**src/rtl/vga_draw_scheduler_if.sv**
```systemverilog
// Signal bundle between the draw scheduler, its three pixel engines,
// the game logic dirty flags and the VGA adapter.
interface vga_draw_scheduler_if;
  logic       iBlack;
  logic       iBoardDirty;
  logic       iPieceDirty;

  logic       oClearStart;
  logic       iClearDone;
  logic [7:0] iClearX;
  logic [6:0] iClearY;
  logic [2:0] iClearColour;
  logic       iClearPlot;

  logic       oBoardStart;
  logic       iBoardDone;
  logic [7:0] iBoardX;
  logic [6:0] iBoardY;
  logic [2:0] iBoardColour;
  logic       iBoardPlot;

  logic       oPieceStart;
  logic       iPieceDone;
  logic [7:0] iPieceX;
  logic [6:0] iPieceY;
  logic [2:0] iPieceColour;
  logic       iPiecePlot;

  logic [7:0] oX;
  logic [6:0] oY;
  logic [2:0] oColour;
  logic       oPlot;
  logic       oBusy;
  logic       oFrameTick;
  logic       oTimeout;

  modport master (
    input  iBlack, iBoardDirty, iPieceDirty,
    input  iClearDone, iClearX, iClearY, iClearColour, iClearPlot,
    input  iBoardDone, iBoardX, iBoardY, iBoardColour, iBoardPlot,
    input  iPieceDone, iPieceX, iPieceY, iPieceColour, iPiecePlot,
    output oClearStart, oBoardStart, oPieceStart,
    output oX, oY, oColour, oPlot, oBusy, oFrameTick, oTimeout
  );

  modport slave (
    output iBlack, iBoardDirty, iPieceDirty,
    output iClearDone, iClearX, iClearY, iClearColour, iClearPlot,
    output iBoardDone, iBoardX, iBoardY, iBoardColour, iBoardPlot,
    output iPieceDone, iPieceX, iPieceY, iPieceColour, iPiecePlot,
    input  oClearStart, oBoardStart, oPieceStart,
    input  oX, oY, oColour, oPlot, oBusy, oFrameTick, oTimeout
  );
endinterface

```
**src/rtl/vga_draw_scheduler.sv**
```systemverilog
// Frame-tick driven sequencer for the clear / board / piece draw engines,
// sharing one registered VGA pixel write port between them.
module vga_draw_scheduler #(
  parameter int FRAME_CYCLES   = 833333,
  parameter int FRAME_W        = 20,
  parameter int TIMEOUT_CYCLES = 65535,
  parameter int TMO_W          = 16
) (
  input  logic                 iClock,
  input  logic                 iResetn,
  vga_draw_scheduler_if.master bus
);

  typedef enum logic [1:0] {
    IDLE  = 2'd0,
    CLEAR = 2'd1,
    BOARD = 2'd2,
    PIECE = 2'd3
  } state_t;

  state_t             state_reg, state_next, pick_state;
  logic               first_reg;
  logic [FRAME_W-1:0] frame_cnt_reg;
  logic [TMO_W-1:0]   wdog_reg;
  logic [2:0]         pend_reg, pend_set, pend_clr, pend_next;
  logic               timeout_reg;
  logic [7:0]         x_reg;
  logic [6:0]         y_reg;
  logic [2:0]         colour_reg;
  logic               plot_reg;

  logic               frame_tick, busy, abort, leaving, entering;
  logic [2:0]         eng_done, eng_plot, eng_active, done_ok;
  logic [7:0]         eng_x      [3];
  logic [6:0]         eng_y      [3];
  logic [2:0]         eng_colour [3];
  logic [7:0]         sel_x;
  logic [6:0]         sel_y;
  logic [2:0]         sel_colour;
  logic               sel_plot;

  // Engine index 0 = clear, 1 = board, 2 = piece; matches state encoding minus one.
  assign eng_done      = {bus.iPieceDone, bus.iBoardDone, bus.iClearDone};
  assign eng_plot      = {bus.iPiecePlot, bus.iBoardPlot, bus.iClearPlot};
  assign eng_x[0]      = bus.iClearX;
  assign eng_x[1]      = bus.iBoardX;
  assign eng_x[2]      = bus.iPieceX;
  assign eng_y[0]      = bus.iClearY;
  assign eng_y[1]      = bus.iBoardY;
  assign eng_y[2]      = bus.iPieceY;
  assign eng_colour[0] = bus.iClearColour;
  assign eng_colour[1] = bus.iBoardColour;
  assign eng_colour[2] = bus.iPieceColour;

  assign frame_tick = (frame_cnt_reg == FRAME_W'(FRAME_CYCLES - 1));
  assign busy       = (state_reg != IDLE);

  genvar gi;
  generate
    for (gi = 0; gi < 3; gi++) begin : g_eng
      assign eng_active[gi] = (state_reg == state_t'(2'(gi + 1)));
      // A done arriving alongside the start pulse belongs to no job yet.
      assign done_ok[gi]    = eng_active[gi] & eng_done[gi] & ~first_reg;
      assign pend_clr[gi]   = eng_active[gi] & leaving;
    end
  endgenerate

  assign abort    = busy & ~(|done_ok) & (wdog_reg == TMO_W'(TIMEOUT_CYCLES - 1));
  assign leaving  = (|done_ok) | abort;
  assign pend_set = {bus.iPieceDirty | done_ok[1], bus.iBoardDirty | done_ok[0], bus.iBlack};
  assign pend_next = pend_set | (pend_reg & ~pend_clr);
  assign entering = (state_next != IDLE) & (~busy | leaving);

  always_comb begin
    pick_state = IDLE;
    if (pend_next[0])      pick_state = CLEAR;
    else if (pend_next[1]) pick_state = BOARD;
    else if (pend_next[2]) pick_state = PIECE;
  end

  // FSM: state register
  always_ff @(posedge iClock or negedge iResetn) begin
    if (!iResetn) begin
      state_reg <= IDLE;
      first_reg <= 1'b0;
    end else begin
      state_reg <= state_next;
      first_reg <= entering;
    end
  end

  // FSM: next state; an abort always returns to IDLE even with work pending
  always_comb begin
    state_next = state_reg;
    if (state_reg == IDLE) begin
      if (frame_tick) state_next = pick_state;
    end else if (abort) begin
      state_next = IDLE;
    end else if (|done_ok) begin
      state_next = pick_state;
    end
  end

  // FSM: outputs
  always_comb begin
    bus.oClearStart = 1'b0;
    bus.oBoardStart = 1'b0;
    bus.oPieceStart = 1'b0;
    bus.oBusy       = 1'b0;
    case (state_reg)
      CLEAR: begin bus.oBusy = 1'b1; bus.oClearStart = first_reg; end
      BOARD: begin bus.oBusy = 1'b1; bus.oBoardStart = first_reg; end
      PIECE: begin bus.oBusy = 1'b1; bus.oPieceStart = first_reg; end
      default: ;
    endcase
  end

  always_ff @(posedge iClock or negedge iResetn) begin
    if (!iResetn) begin
      frame_cnt_reg <= '0;
      wdog_reg      <= '0;
      pend_reg      <= 3'b010;
      timeout_reg   <= 1'b0;
    end else begin
      frame_cnt_reg <= frame_tick ? '0 : frame_cnt_reg + FRAME_W'(1);
      if (entering)  wdog_reg <= '0;
      else if (busy) wdog_reg <= wdog_reg + TMO_W'(1);
      pend_reg      <= pend_next;
      timeout_reg   <= timeout_reg | abort;
    end
  end

  always_comb begin
    sel_x      = eng_x[0];
    sel_y      = eng_y[0];
    sel_colour = eng_colour[0];
    sel_plot   = eng_plot[0];
    case (state_reg)
      BOARD: begin
        sel_x = eng_x[1]; sel_y = eng_y[1]; sel_colour = eng_colour[1]; sel_plot = eng_plot[1];
      end
      PIECE: begin
        sel_x = eng_x[2]; sel_y = eng_y[2]; sel_colour = eng_colour[2]; sel_plot = eng_plot[2];
      end
      default: ;
    endcase
  end

  // The cycle a job ends is not forwarded, so a late pixel never leaks out.
  always_ff @(posedge iClock or negedge iResetn) begin
    if (!iResetn) begin
      x_reg      <= '0;
      y_reg      <= '0;
      colour_reg <= '0;
      plot_reg   <= 1'b0;
    end else if (busy && !leaving) begin
      x_reg      <= sel_x;
      y_reg      <= sel_y;
      colour_reg <= sel_colour;
      plot_reg   <= sel_plot;
    end else begin
      plot_reg   <= 1'b0;
    end
  end

  assign bus.oX         = x_reg;
  assign bus.oY         = y_reg;
  assign bus.oColour    = colour_reg;
  assign bus.oPlot      = plot_reg;
  assign bus.oFrameTick = frame_tick;
  assign bus.oTimeout   = timeout_reg;

endmodule

```
**src/flat_wrapper.sv**
```systemverilog
// flat-port wrapper written by rule: the top's interface ports become plain ports
module vga_draw_scheduler_flat 
#(
  parameter int FRAME_CYCLES   = 833333,
  parameter int FRAME_W        = 20,
  parameter int TIMEOUT_CYCLES = 65535,
  parameter int TMO_W          = 16
)
  (iClock, iResetn, bus_iBlack, bus_iBoardDirty, bus_iPieceDirty, bus_iClearDone, bus_iClearX, bus_iClearY, bus_iClearColour, bus_iClearPlot, bus_iBoardDone, bus_iBoardX, bus_iBoardY, bus_iBoardColour, bus_iBoardPlot, bus_iPieceDone, bus_iPieceX, bus_iPieceY, bus_iPieceColour, bus_iPiecePlot, bus_oClearStart, bus_oBoardStart, bus_oPieceStart, bus_oX, bus_oY, bus_oColour, bus_oPlot, bus_oBusy, bus_oFrameTick, bus_oTimeout);
  vga_draw_scheduler_if bus_i ();
  input  logic iClock;
  input  logic iResetn;
  input wire logic [$bits(bus_i.iBlack)-1:0] bus_iBlack;
  input wire logic [$bits(bus_i.iBoardDirty)-1:0] bus_iBoardDirty;
  input wire logic [$bits(bus_i.iPieceDirty)-1:0] bus_iPieceDirty;
  input wire logic [$bits(bus_i.iClearDone)-1:0] bus_iClearDone;
  input wire logic [$bits(bus_i.iClearX)-1:0] bus_iClearX;
  input wire logic [$bits(bus_i.iClearY)-1:0] bus_iClearY;
  input wire logic [$bits(bus_i.iClearColour)-1:0] bus_iClearColour;
  input wire logic [$bits(bus_i.iClearPlot)-1:0] bus_iClearPlot;
  input wire logic [$bits(bus_i.iBoardDone)-1:0] bus_iBoardDone;
  input wire logic [$bits(bus_i.iBoardX)-1:0] bus_iBoardX;
  input wire logic [$bits(bus_i.iBoardY)-1:0] bus_iBoardY;
  input wire logic [$bits(bus_i.iBoardColour)-1:0] bus_iBoardColour;
  input wire logic [$bits(bus_i.iBoardPlot)-1:0] bus_iBoardPlot;
  input wire logic [$bits(bus_i.iPieceDone)-1:0] bus_iPieceDone;
  input wire logic [$bits(bus_i.iPieceX)-1:0] bus_iPieceX;
  input wire logic [$bits(bus_i.iPieceY)-1:0] bus_iPieceY;
  input wire logic [$bits(bus_i.iPieceColour)-1:0] bus_iPieceColour;
  input wire logic [$bits(bus_i.iPiecePlot)-1:0] bus_iPiecePlot;
  output wire logic [$bits(bus_i.oClearStart)-1:0] bus_oClearStart;
  output wire logic [$bits(bus_i.oBoardStart)-1:0] bus_oBoardStart;
  output wire logic [$bits(bus_i.oPieceStart)-1:0] bus_oPieceStart;
  output wire logic [$bits(bus_i.oX)-1:0] bus_oX;
  output wire logic [$bits(bus_i.oY)-1:0] bus_oY;
  output wire logic [$bits(bus_i.oColour)-1:0] bus_oColour;
  output wire logic [$bits(bus_i.oPlot)-1:0] bus_oPlot;
  output wire logic [$bits(bus_i.oBusy)-1:0] bus_oBusy;
  output wire logic [$bits(bus_i.oFrameTick)-1:0] bus_oFrameTick;
  output wire logic [$bits(bus_i.oTimeout)-1:0] bus_oTimeout;
  assign bus_i.iBlack = bus_iBlack;
  assign bus_i.iBoardDirty = bus_iBoardDirty;
  assign bus_i.iPieceDirty = bus_iPieceDirty;
  assign bus_i.iClearDone = bus_iClearDone;
  assign bus_i.iClearX = bus_iClearX;
  assign bus_i.iClearY = bus_iClearY;
  assign bus_i.iClearColour = bus_iClearColour;
  assign bus_i.iClearPlot = bus_iClearPlot;
  assign bus_i.iBoardDone = bus_iBoardDone;
  assign bus_i.iBoardX = bus_iBoardX;
  assign bus_i.iBoardY = bus_iBoardY;
  assign bus_i.iBoardColour = bus_iBoardColour;
  assign bus_i.iBoardPlot = bus_iBoardPlot;
  assign bus_i.iPieceDone = bus_iPieceDone;
  assign bus_i.iPieceX = bus_iPieceX;
  assign bus_i.iPieceY = bus_iPieceY;
  assign bus_i.iPieceColour = bus_iPieceColour;
  assign bus_i.iPiecePlot = bus_iPiecePlot;
  assign bus_oClearStart = bus_i.oClearStart;
  assign bus_oBoardStart = bus_i.oBoardStart;
  assign bus_oPieceStart = bus_i.oPieceStart;
  assign bus_oX = bus_i.oX;
  assign bus_oY = bus_i.oY;
  assign bus_oColour = bus_i.oColour;
  assign bus_oPlot = bus_i.oPlot;
  assign bus_oBusy = bus_i.oBusy;
  assign bus_oFrameTick = bus_i.oFrameTick;
  assign bus_oTimeout = bus_i.oTimeout;
  vga_draw_scheduler #(.FRAME_CYCLES(FRAME_CYCLES), .FRAME_W(FRAME_W), .TIMEOUT_CYCLES(TIMEOUT_CYCLES), .TMO_W(TMO_W)) u_core (.iClock(iClock), .iResetn(iResetn), .bus(bus_i));
endmodule
```
**config.mk**
```make
export PLATFORM = sky130hd
export DESIGN_NAME = vga_draw_scheduler_flat
export DESIGN_NICKNAME = d
export VERILOG_FILES = /design/src/rtl/vga_draw_scheduler_if.sv /design/src/rtl/vga_draw_scheduler.sv /design/src/flat_wrapper.sv
export SDC_FILE = /design/constraint.sdc
export NUM_CORES = 1
export LEC_CHECK = 0
export CAP_MARGIN = 40
export CELL_PAD_IN_SITES_DETAIL_PLACEMENT = 0
export CELL_PAD_IN_SITES_GLOBAL_PLACEMENT = 1
export CORE_MARGIN = 1.5
export CORE_UTILIZATION = 50
export DETAILED_ROUTE_END_ITERATION = 16
export DONT_BUFFER_PORTS = 1
export PLACE_DENSITY = 0.93
export SLEW_MARGIN = 20
export SYNTH_ARGS = -nofsm -noshare
export SYNTH_HDL_FRONTEND = slang
export SYNTH_SLANG_ARGS = --single-unit
```
**constraint.sdc**
```tcl
create_clock -name iClock -period 6.3 [get_ports iClock]
set_input_delay 1.26 -clock iClock [delete_from_list [all_inputs] [get_ports iClock]]
set_output_delay 1.26 -clock iClock [all_outputs]
set_load 0.02 [all_outputs]
```
==> results.yml <==
critical_path:
  critical_path_peak_fanout: 37
  critical_path.most_common_cell: "inv_2"
  critPathRequiredTime_ns: 6.58
  cp.buffers_inverters: 2
  worstSetupPathType: "reg -> reg"
  crit_family: "simple AND/OR/NAND/NOR gates"
  critPathSlowestCell: "a32oi_4"
  worstPathCellList: "nor2_4 > inv_2 > and4b_1 > a21oi_2 > nand2_2 > a32oi_4 > inv_2 > a21oi_1 > mux2_2"
  endpoint_class_of_the_critical_path: "flop"
  cp_arrival_ns: 4.07
  timing.critical_path.slowest_cell_delay_ns: 0.68
  cp-start-kind: "flop"
run:
  drv.max_cap_violation_count: 0
cells_and_area:
  layout.cells.non_filler: 480
  layout-drive-gt1-share_pct: 10.7
  layout.cells.most_common: "dfrtp_1"
  nets: 448
  fillers: 630
  final_cell_mix: "61 x dfrtp_1, 46 x nand2_1, 43 x nor2_1, 32 x a21oi_1, 23 x mux2i_1"
  multi_input_area_sq_um: 1910
  sequential_cell_area_sq_um: 1550
  layout-area-overhead-vs-synth_pct: 6.25
  largest_reg_flops: 20
  antennaDiodeCount: 0
timing:
  period_minus_slack_ns: 3.79
  setup_viol: 0
  post-route-period-util_pct: 60.1
  setup_tns_ns: 0
  worst_hold_slack_ns: 0.516
  fin_worst_skew_ns: 0.00795
  timing_worst_slew_pin_value_ns: 0.950
  clock.fmax_mhz: 264
  timing.final.max_slew_violations: 0
  finalHoldViolations: 0
  worst_slew_slack_as_a_fraction_of_its_limit_pct: 36.7
  grt_setup_unrepaired: "false"
cts:
  post_cts.resized_instances: 0
  postCtsHoldBufs: 0
  clock_tree.root_cell: "clkbuf_8"
  cts.reportedPaths.clkPinSlew_ns: 0.08
  cts.htree.levels: 3
  cts_sinks: 62
  cts_tree: "yes"
  clkLatencyLatePin_ns: 0.34
  cts-buffers-inserted: 9
  clk_path_buf_depth: 2
  post-cts-setup-buffers: 0
grt:
  first_global_vias: 2740
  grt_util_met1_pct: 27.9
  grt_start_max_net_pins: 63
  grt_first_pass_wirelength_um: 13000
  grt_antenna_before_repair: 0
  global_route.usage.total_pct: 21.3
  met3_capacity_usage_during_global_routing_pct: 6.03
  grt_remaining_overflow: 0
  gr-usage-met2_pct: 34.4
  globalRoute.busiestLayer: "met2"
route:
  drt.antenna.violating_nets: 0
  detail_route.wirelength_um: 7660
  route.vias.total: 2765
  drtIter0Drc: 126
  drt_pass_1_iters: 4
  route.detailed.wl_per_inst_um: 16.0
  drc_violation_count_after_routing: 0
  vias_per_cell: 5.76
logic_synthesis:
  post_synth_inst_count: 387
  synth_warnings: 0
  synth_top_cell_area_share_pct: 42.3
  synth_cell_type_count: 56
  syn_nets: 456
  syn_area_per_cell_sq_um: 9.32
  synth_enable_flop_cells: 0
  synth.ff_latch_count: 62
  postSynth.asyncResetShare_pct: 100
  ys_seq_area_share_pct: 43.1
  netlist_top_cells_area: "dfrtp_1 42%, mux2i_1 6.4%, nand2_1 4.8%"
  yosys_most_used_dff: "dfrtp_1"
  synth.cell_area_sq_um: 3610
  cell_taking_the_most_area_after_synthesis: "dfrtp_1"
placed_design:
  port_buffer_count: 0
  finalWeightedCongestion: 0.783
  place_inst: 464
  dp_hpwl_um: 5370
power:
  comb_power_share_pct: 19.9
  total_power_mw: 1.18
  power.net_switching_uw: 443
  worst_ir_drop_vdd_v: 0.000329
  power.share.switching_pct: 37.4
  leakagePower_nw: 1.58
  part_of_the_total_power_dissipated_in_the_clock_network_pct: 29.6
  power.internal_uw: 739
  power_frac_seq_pct: 50.5
  power.density_cell_area_nw_per_um2: 309
die:
  total_die_area_sq_um: 7730
  ioPinCount: 90
  die_w_um: 87.9
  core_area_sq_um: 6870
  initial_utilization_pct: 52.5
  rows: 30
  die_h_um: 87.9
run_status:
  run_status: "finished clean"
min_path:
  worstHoldPathType: "reg -> reg"
-- cells in the mapped netlist (9+ instances only) --
cell / number
nand3_1: 9
nor2_1: 43
o21ai_1: 9
a21oi_1: 32
mux2i_1: 23
clkbuf_1: 16
o21ai_0: 21
nand2_1: 46
xor2_1: 11
dfrtp_1: 61
-- power by group through the flow --
stage          clock, mW  sequential [mW]  combinational [mW]
2_1_floorplan          0            0.585               0.205
3_3_place_gp           0            0.601               0.225
3_5_place_dp           0            0.605               0.236
4_1_cts            0.357            0.597               0.237
5_1_grt            0.375            0.606               0.267
6_report           0.350            0.597               0.235
-- metal layers --
layer	routed length (um)	share of wire, %
met5	0	0
met4	62	0.81
met3	479	6.3
met2	3690	48
met1	3430	45
-- through the flow --
stage,setup slack [ns],utilization (%),area [sq um]
final,2.51,55.8,3830
after global routing,2.16,55.8,3830
after CTS,2.49,55.8,3830
after detailed placement,2.51,52.9,3630
after global placement,2.67,52.9,3630
after floorplan,3.28,-,3610
-- logic make-up (layout without fill, tap and decap cells) --
group                      Yosys count  after routing  synth area share [%]
buffers and inverters               32             29                  4.09
AOI/OAI and AO/OA                   96             96                  19.5
and+or+nand+nor                    150            150                  20.7
adders and majority gates            4              4                  1.39
xor gates and xnor gates            19             19                  4.61
DFF                                 62             62                  43.1
muxes                               24             24                  6.70
-- path summary, 6_finish.rpt --
path,to,slack [ns],startpoint,cells after the start
max in group asynchronous,u_core.pend_reg[1],5.50,iResetn,0
min reg2reg,u_core.frame_cnt_reg[14],0.52,u_core.frame_cnt_reg[14],1
max,u_core.wdog_reg[0],2.51,u_core.state_reg[1],9
min in group asynchronous,u_core.bus.oY[2],0.61,iResetn,0
max reg2reg,u_core.wdog_reg[0],2.51,u_core.state_reg[1],9
min,u_core.frame_cnt_reg[14],0.52,u_core.frame_cnt_reg[14],1
-- final cells by class --
cell class | instances | area share, %
multi-input combinational | 293 | 49.7
sequential | 62 | 40.5
timing repair buffer | 2 | 0.392
clock buffer | 9 | 3.23
clock inverter | 7 | 1.89
inverter | 11 | 1.08
tap | 96 | 3.14
-- worst register-to-register path, cell delays in order, from the launching register on --
cell and delay [ns]:
dfrtp_1 0.56, nor2_4 0.55, inv_2 0.23, and4b_1 0.34
a21oi_2 0.23, nand2_2 0.38, a32oi_4 0.69, inv_2 0.24
a21oi_1 0.32, mux2_2 0.21
No activity file was read; power rests on OpenSTA's default activity.
